## config.mk

```make
export PLATFORM = sky130hd
export DESIGN_NAME = if_prefetch_unit
export DESIGN_NICKNAME = d
export VERILOG_FILES = /design/src/rtl/if_prefetch_unit.sv
export SDC_FILE = /design/constraint.sdc
export NUM_CORES = 1
export LEC_CHECK = 0
export CORE_MARGIN = 8
export CORE_UTILIZATION = 30
export CTS_CLUSTER_SIZE = 8
export DETAILED_ROUTE_END_ITERATION = 8
export SYNTH_ARGS = -nofsm -noshare
export SYNTH_HDL_FRONTEND = slang
export SYNTH_SLANG_ARGS = --single-unit
```

## constraint.sdc

```tcl
create_clock -name clk -period 3 [get_ports clk]
set_input_delay 0.6 -clock clk [delete_from_list [all_inputs] [get_ports clk]]
set_output_delay 0.6 -clock clk [all_outputs]
set_load 0.05 [all_outputs]
```

## src/rtl/if_prefetch_unit.sv

```systemverilog
// Instruction-fetch front end: one-outstanding-request fetch engine feeding a
// DEPTH-entry prefetch queue, with redirect flush and in-flight response drop.
module if_prefetch_unit #(
  parameter int                ADDR_W   = 32,
  parameter int                DEPTH    = 4,
  parameter logic [ADDR_W-1:0] RESET_PC = '0
) (
  input  logic                       clk,
  input  logic                       reset,
  input  logic                       redirect_i,
  input  logic [ADDR_W-1:0]          redirect_pc_i,
  output logic                       im_req_o,
  output logic [ADDR_W-1:0]          im_adr_o,
  input  logic                       im_ack_i,
  input  logic [31:0]                im_dat_i,
  output logic                       id_valid_o,
  input  logic                       id_ready_i,
  output logic [31:0]                id_instr_o,
  output logic [ADDR_W-1:0]          id_pc_o,
  output logic [ADDR_W-1:0]          id_pc_4_o,
  output logic [$clog2(DEPTH+1)-1:0] fifo_count_o
);
  localparam int PW = $clog2(DEPTH);
  localparam int CW = $clog2(DEPTH+1);

  typedef enum logic [1:0] {S_IDLE, S_WAIT, S_DROP} state_t;

  state_t            r_state, w_state_nxt;
  logic [ADDR_W-1:0] r_fetch_pc, w_fetch_pc_nxt;
  logic [ADDR_W-1:0] r_redir_pc, w_redir_pc_nxt;
  logic [ADDR_W-1:0] w_redir_pc;
  logic [CW-1:0]     r_count;
  logic [PW-1:0]     r_rd_ptr, r_wr_ptr;
  logic [31:0]       r_mem_instr [DEPTH];
  logic [ADDR_W-1:0] r_mem_pc    [DEPTH];
  logic              w_req, w_ack, w_push, w_pop;
  logic              w_unused_pc_lsb;

  assign w_redir_pc      = {redirect_pc_i[ADDR_W-1:2], 2'b00};
  assign w_unused_pc_lsb = ^redirect_pc_i[1:0];

  // An outstanding request always owns a free slot, so issue only with room.
  assign w_req = (r_state != S_IDLE) || (r_count < CW'(DEPTH));
  assign w_ack = w_req & im_ack_i;
  assign w_pop = id_valid_o & id_ready_i;

  assign im_req_o     = w_req & reset;
  assign im_adr_o     = r_fetch_pc;
  assign id_valid_o   = (r_count != '0);
  assign id_instr_o   = r_mem_instr[r_rd_ptr];
  assign id_pc_o      = r_mem_pc[r_rd_ptr];
  assign id_pc_4_o    = id_pc_o + ADDR_W'(4);
  assign fifo_count_o = r_count;

  always_ff @(posedge clk or negedge reset) begin
    if (!reset) begin
      r_state    <= S_IDLE;
      r_fetch_pc <= RESET_PC;
      r_redir_pc <= RESET_PC;
    end else begin
      r_state    <= w_state_nxt;
      r_fetch_pc <= w_fetch_pc_nxt;
      r_redir_pc <= w_redir_pc_nxt;
    end
  end

  always_comb begin
    w_state_nxt    = r_state;
    w_fetch_pc_nxt = r_fetch_pc;
    w_redir_pc_nxt = r_redir_pc;
    w_push         = 1'b0;
    case (r_state)
      S_IDLE, S_WAIT: begin
        if (redirect_i) begin
          // A request the memory has not yet completed cannot be aborted.
          if (w_req && !w_ack) begin
            w_redir_pc_nxt = w_redir_pc;
            w_state_nxt    = S_DROP;
          end else begin
            w_fetch_pc_nxt = w_redir_pc;
            w_state_nxt    = S_IDLE;
          end
        end else if (w_ack) begin
          w_push         = 1'b1;
          w_fetch_pc_nxt = r_fetch_pc + ADDR_W'(4);
          w_state_nxt    = S_IDLE;
        end else if (w_req) begin
          w_state_nxt = S_WAIT;
        end
      end
      S_DROP: begin
        if (redirect_i && w_ack) begin
          w_fetch_pc_nxt = w_redir_pc;
          w_state_nxt    = S_IDLE;
        end else if (redirect_i) begin
          w_redir_pc_nxt = w_redir_pc;
        end else if (w_ack) begin
          w_fetch_pc_nxt = r_redir_pc;
          w_state_nxt    = S_IDLE;
        end
      end
      default: w_state_nxt = S_IDLE;
    endcase
  end

  always_ff @(posedge clk or negedge reset) begin
    if (!reset) begin
      r_count  <= '0;
      r_rd_ptr <= '0;
      r_wr_ptr <= '0;
      for (int i = 0; i < DEPTH; i++) begin
        r_mem_instr[i] <= '0;
        r_mem_pc[i]    <= RESET_PC;
      end
    end else if (redirect_i) begin
      r_count  <= '0;
      r_rd_ptr <= '0;
      r_wr_ptr <= '0;
    end else begin
      if (w_push) begin
        r_mem_instr[r_wr_ptr] <= im_dat_i;
        r_mem_pc[r_wr_ptr]    <= r_fetch_pc;
        r_wr_ptr              <= r_wr_ptr + PW'(1);
      end
      if (w_pop) r_rd_ptr <= r_rd_ptr + PW'(1);
      case ({w_push, w_pop})
        2'b10:   r_count <= r_count + CW'(1);
        2'b01:   r_count <= r_count - CW'(1);
        default: r_count <= r_count;
      endcase
    end
  end
endmodule

```

==> impl_metrics.yaml <==
placement:
  hpwl_mm: 29.6
  place_inst: 2000
  pre_cts_ws_ns: -0.0643
  portBuffers: 193
  place_congestion: 0.834
outcome:
  violations: "setup timing"
  outcome: "finished with violations"
global_route:
  gr-max-usage-layer: "met2"
  grt_pass1_wl_mm: 67.8
  use_met1: 0.192
  gr-total-overflow: 0
  first_global_vias: 11440
  groute.layer.met2.usage: 0.247
  gr-usage-met3: 0.0361
  grt_max_degree: 180
  antenna_found_initial: 2
  grt_usage: 0.149
floorplan:
  io_pins: 202
  start_util: 0.304
  dieArea_mm2: 0.0583
  row_count: 82
  die_h_um: 241
  fp.dieW_um: 241
  design.core.area_mm2: 0.0502
power_and_ir_drop:
  pwr-share-seq: 0.268
  p_leak_nw: 8.92
  power_frac_clock: 0.167
  peakVddDrop_mv: 0.717
  pwr-share-comb: 0.565
  p_int_w: 0.0155
  p_sw_w: 0.0118
  swShare: 0.431
  p_per_area_mw_per_mm2: 1320
setup_path:
  crit_path_cell_trace: "buf_4, mux4_2, nand3_2, nor4_4, buf_6, nand4_1, xnor2_4, buf_12"
  endpoint_kind: "primary output"
  cp.required_ns: 2.40
  critPathLaunch: "r_rd_ptr[0]"
  crit_family: "simple AND/OR/NAND/NOR gates"
  cpPeakStageDelay_ns: 0.54
  cp_max_fo: 7
  worstPathArrival_ns: 2.92
  worst-setup-path-type: "flop to primary output"
  start_kind: "flop"
  r2r-start: "im_adr_o[2]"
  cp_num_buf_inv: 3
  crit_path_top_delay_cell: "dfrtp_4"
clocking:
  numCtsBuffers: 46
  cts-htree-levels: 2
  cts_tree: "yes"
  hold_buffers: 0
  insertion_delay_ns: 0.56
  clockBufferDepth: 3
  path_clk_slew_ns: 0.05
  cts_sinks: 317
  root_buffer: "clkbuf_16"
cells_and_area:
  synthToLayoutAreaGrowth_pct: 35.2
  multi_input_area_mm2: 0.00743
  seq_area_mm2: 0.00794
  fill_cells: 4636
  fin_cells: 2083
  drive_gt1_frac: 0.445
  nets: 1477
  final_util: 0.411
timing:
  worst_slack_ns: -0.518
  holdWs_ns: 0.136
  setup_viol: 28
  max_freq_mhz: 284
  setup_tns_ns: -10.00
  rsz0062_at_grt: "true"
  finalHoldViolCount: 0
  max_slew_margin: 0.260
  period_minus_slack_ns: 3.52
  tightest_slew_ns: 1.11
  drv_slew: 0
  skew_ns: 0.0193
  fin_crit_sh: 1.17
logic_synthesis:
  synth_area_leaders: "dfrtp_1 (52%), mux2_2 (19%), mux4_2 (8.6%)"
  yosys_warnings: 0
  synth_edf_count: 0
  synthCells: 1143
  synth.avg_cell_area_um2: 13.3
  async_flop_share: 1.00
  seq_area_frac_synth: 0.521
  synth_cell_types: 66
  synth_area_mm2: 0.0152
  ys.flop_type: "dfrtp_1"
  netlist.area_leader.share: 0.521
  ys_ff_latch: 317
  yosysTopAreaCell: "dfrtp_1"
drt:
  drt_wl_total_mm: 43.8
  vias_per_cell: 5.11
  drt_iter0_markers: 633
  route.vias.total: 10643
  ant_nets: 0
  drc: 0
  post_drt_wl_per_cell_um: 21.0
  firstDrtPassIters: 5
worst_hold_path:
  hold_path.class: "input pin to async pin"
job:
  drv_cap: 0
-- layout by cell type (no fill, tap or decap), types with 5 or more instances in the layout --
cell type / synthesis / layout
dfrtp_1: 317 / 315
mux2_2: 258 / 258
buf_4: 7 / 118
clkdlybuf4s50_1: 0 / 99
mux4_2: 58 / 60
nand2_1: 56 / 47
clkbuf_16: 0 / 46
a21oi_1: 45 / 45
buf_12: 1 / 44
o21ai_0: 37 / 37
nor2_1: 36 / 33
buf_6: 1 / 27
nand3_1: 32 / 22
nand4_1: 19 / 19
xnor2_4: 0 / 15
o22a_1: 14 / 14
o22ai_1: 13 / 13
inv_1: 12 / 12
and2_1: 12 / 9
a31oi_1: 9 / 9
nand3_2: 1 / 8
nand2_4: 0 / 8
xnor2_2: 0 / 8
nor3_1: 9 / 8
nor4_1: 7 / 7
conb_1: 1 / 6
and4_1: 5 / 5
and3_1: 6 / 5
xnor2_1: 28 / 5
o21a_1: 5 / 5
o221ai_1: 5 / 5
ha_1: 6 / 5
-- power by group through the flow --
stage	registers, W	logic [W]	clock network (W)
5_1_grt	0.00757	0.0162	0.00489
3_5_place_dp	0.00738	0.0148	0
6_report	0.00733	0.0154	0.00456
4_1_cts	0.00732	0.0152	0.00472
3_3_place_gp	0.00725	0.0146	0
2_1_floorplan	0.00752	0.00901	0
-- area by class of cell --
class,instances,area share
tap,672,0.0408
antenna,2,0.000243
timing repair buffer,291,0.151
inverter,12,0.00219
multi-input combinational,733,0.361
sequential,317,0.385
clock buffer,51,0.0573
clock inverter,5,0.00213
-- cells by family after synthesis --
kind of cell             count (synthesis)  synth area share
multiplexers                           322             0.285
buffers and inverters                   98            0.0308
other                                    1          0.000246
AO/OA/AOI/OAI                          158            0.0660
AND/OR/NAND/NOR                        205            0.0713
XOR/XNOR                                35            0.0201
flip-flops                             317             0.521
adder cells (fa/ha/maj)                  7           0.00624
-- metal layers --
| metal | routed length, um | vias up |
|---|---|---|
| met5 | 0 | - |
| li1 | - | 4768 |
| met2 | 21200 | 273 |
| met4 | 937 | 0 |
| met3 | 2750 | 63 |
| met1 | 18900 | 5539 |
-- state kept, by name, summed over array words and instances (netlist names) --
register,flops
im_adr_o,30
r_rd_ptr,2
r_redir_pc,30
fifo_count_o,3
r_wr_ptr,2
r_state,2
r_mem_pc,120
r_mem_instr,128
-- cells in the mapped netlist, types with 4 or more instances --
cell type / count
nor3_1: 9
xor2_1: 7
buf_1: 4
and2_1: 12
nor4_1: 7
or3_1: 4
buf_4: 7
a21oi_1: 45
mux4_2: 58
o22a_1: 14
mux2_2: 258
buf_2: 41
ha_1: 6
mux4_1: 4
nand3_1: 32
o21ai_0: 37
nand2_1: 56
dfrtp_1: 317
a31oi_1: 9
xnor2_1: 28
clkbuf_1: 32
a221oi_1: 4
and4_1: 5
o21a_1: 5
o22ai_1: 13
inv_1: 12
nand4_1: 19
and3_1: 6
nor2_1: 36
o221ai_1: 5
-- path summary, 6_finish.rpt --
kind | endpoint | slack, ns | depth (start not counted)
min in group clk | r_mem_pc[94] | 0.48 | 2
min reg2reg | r_mem_pc[94] | 0.48 | 2
max reg2reg | im_adr_o[24] | 0.54 | 6
max in group asynchronous | r_redir_pc[7] | 2.02 | 2
min | r_mem_instr[10] | 0.14 | 2
max | id_pc_4_o[28] | -0.52 | 8
-- metrics by stage --
stage	instance area, um^2	total power, W
floorplan	15600	0.0165
global placement	18800	0.0219
detailed placement	18800	0.0221
CTS	20400	0.0273
global route	20600	0.0286
finish	20600	0.0273
-- timing repair --
item,in CTS,in global routing
buffers inserted,13,11
endpoints found under the setup margin,46,32
resized for setup,51,27
cloned,1,0
pin swaps,18,11
Note: power is estimated with default switching activity, not from simulation.
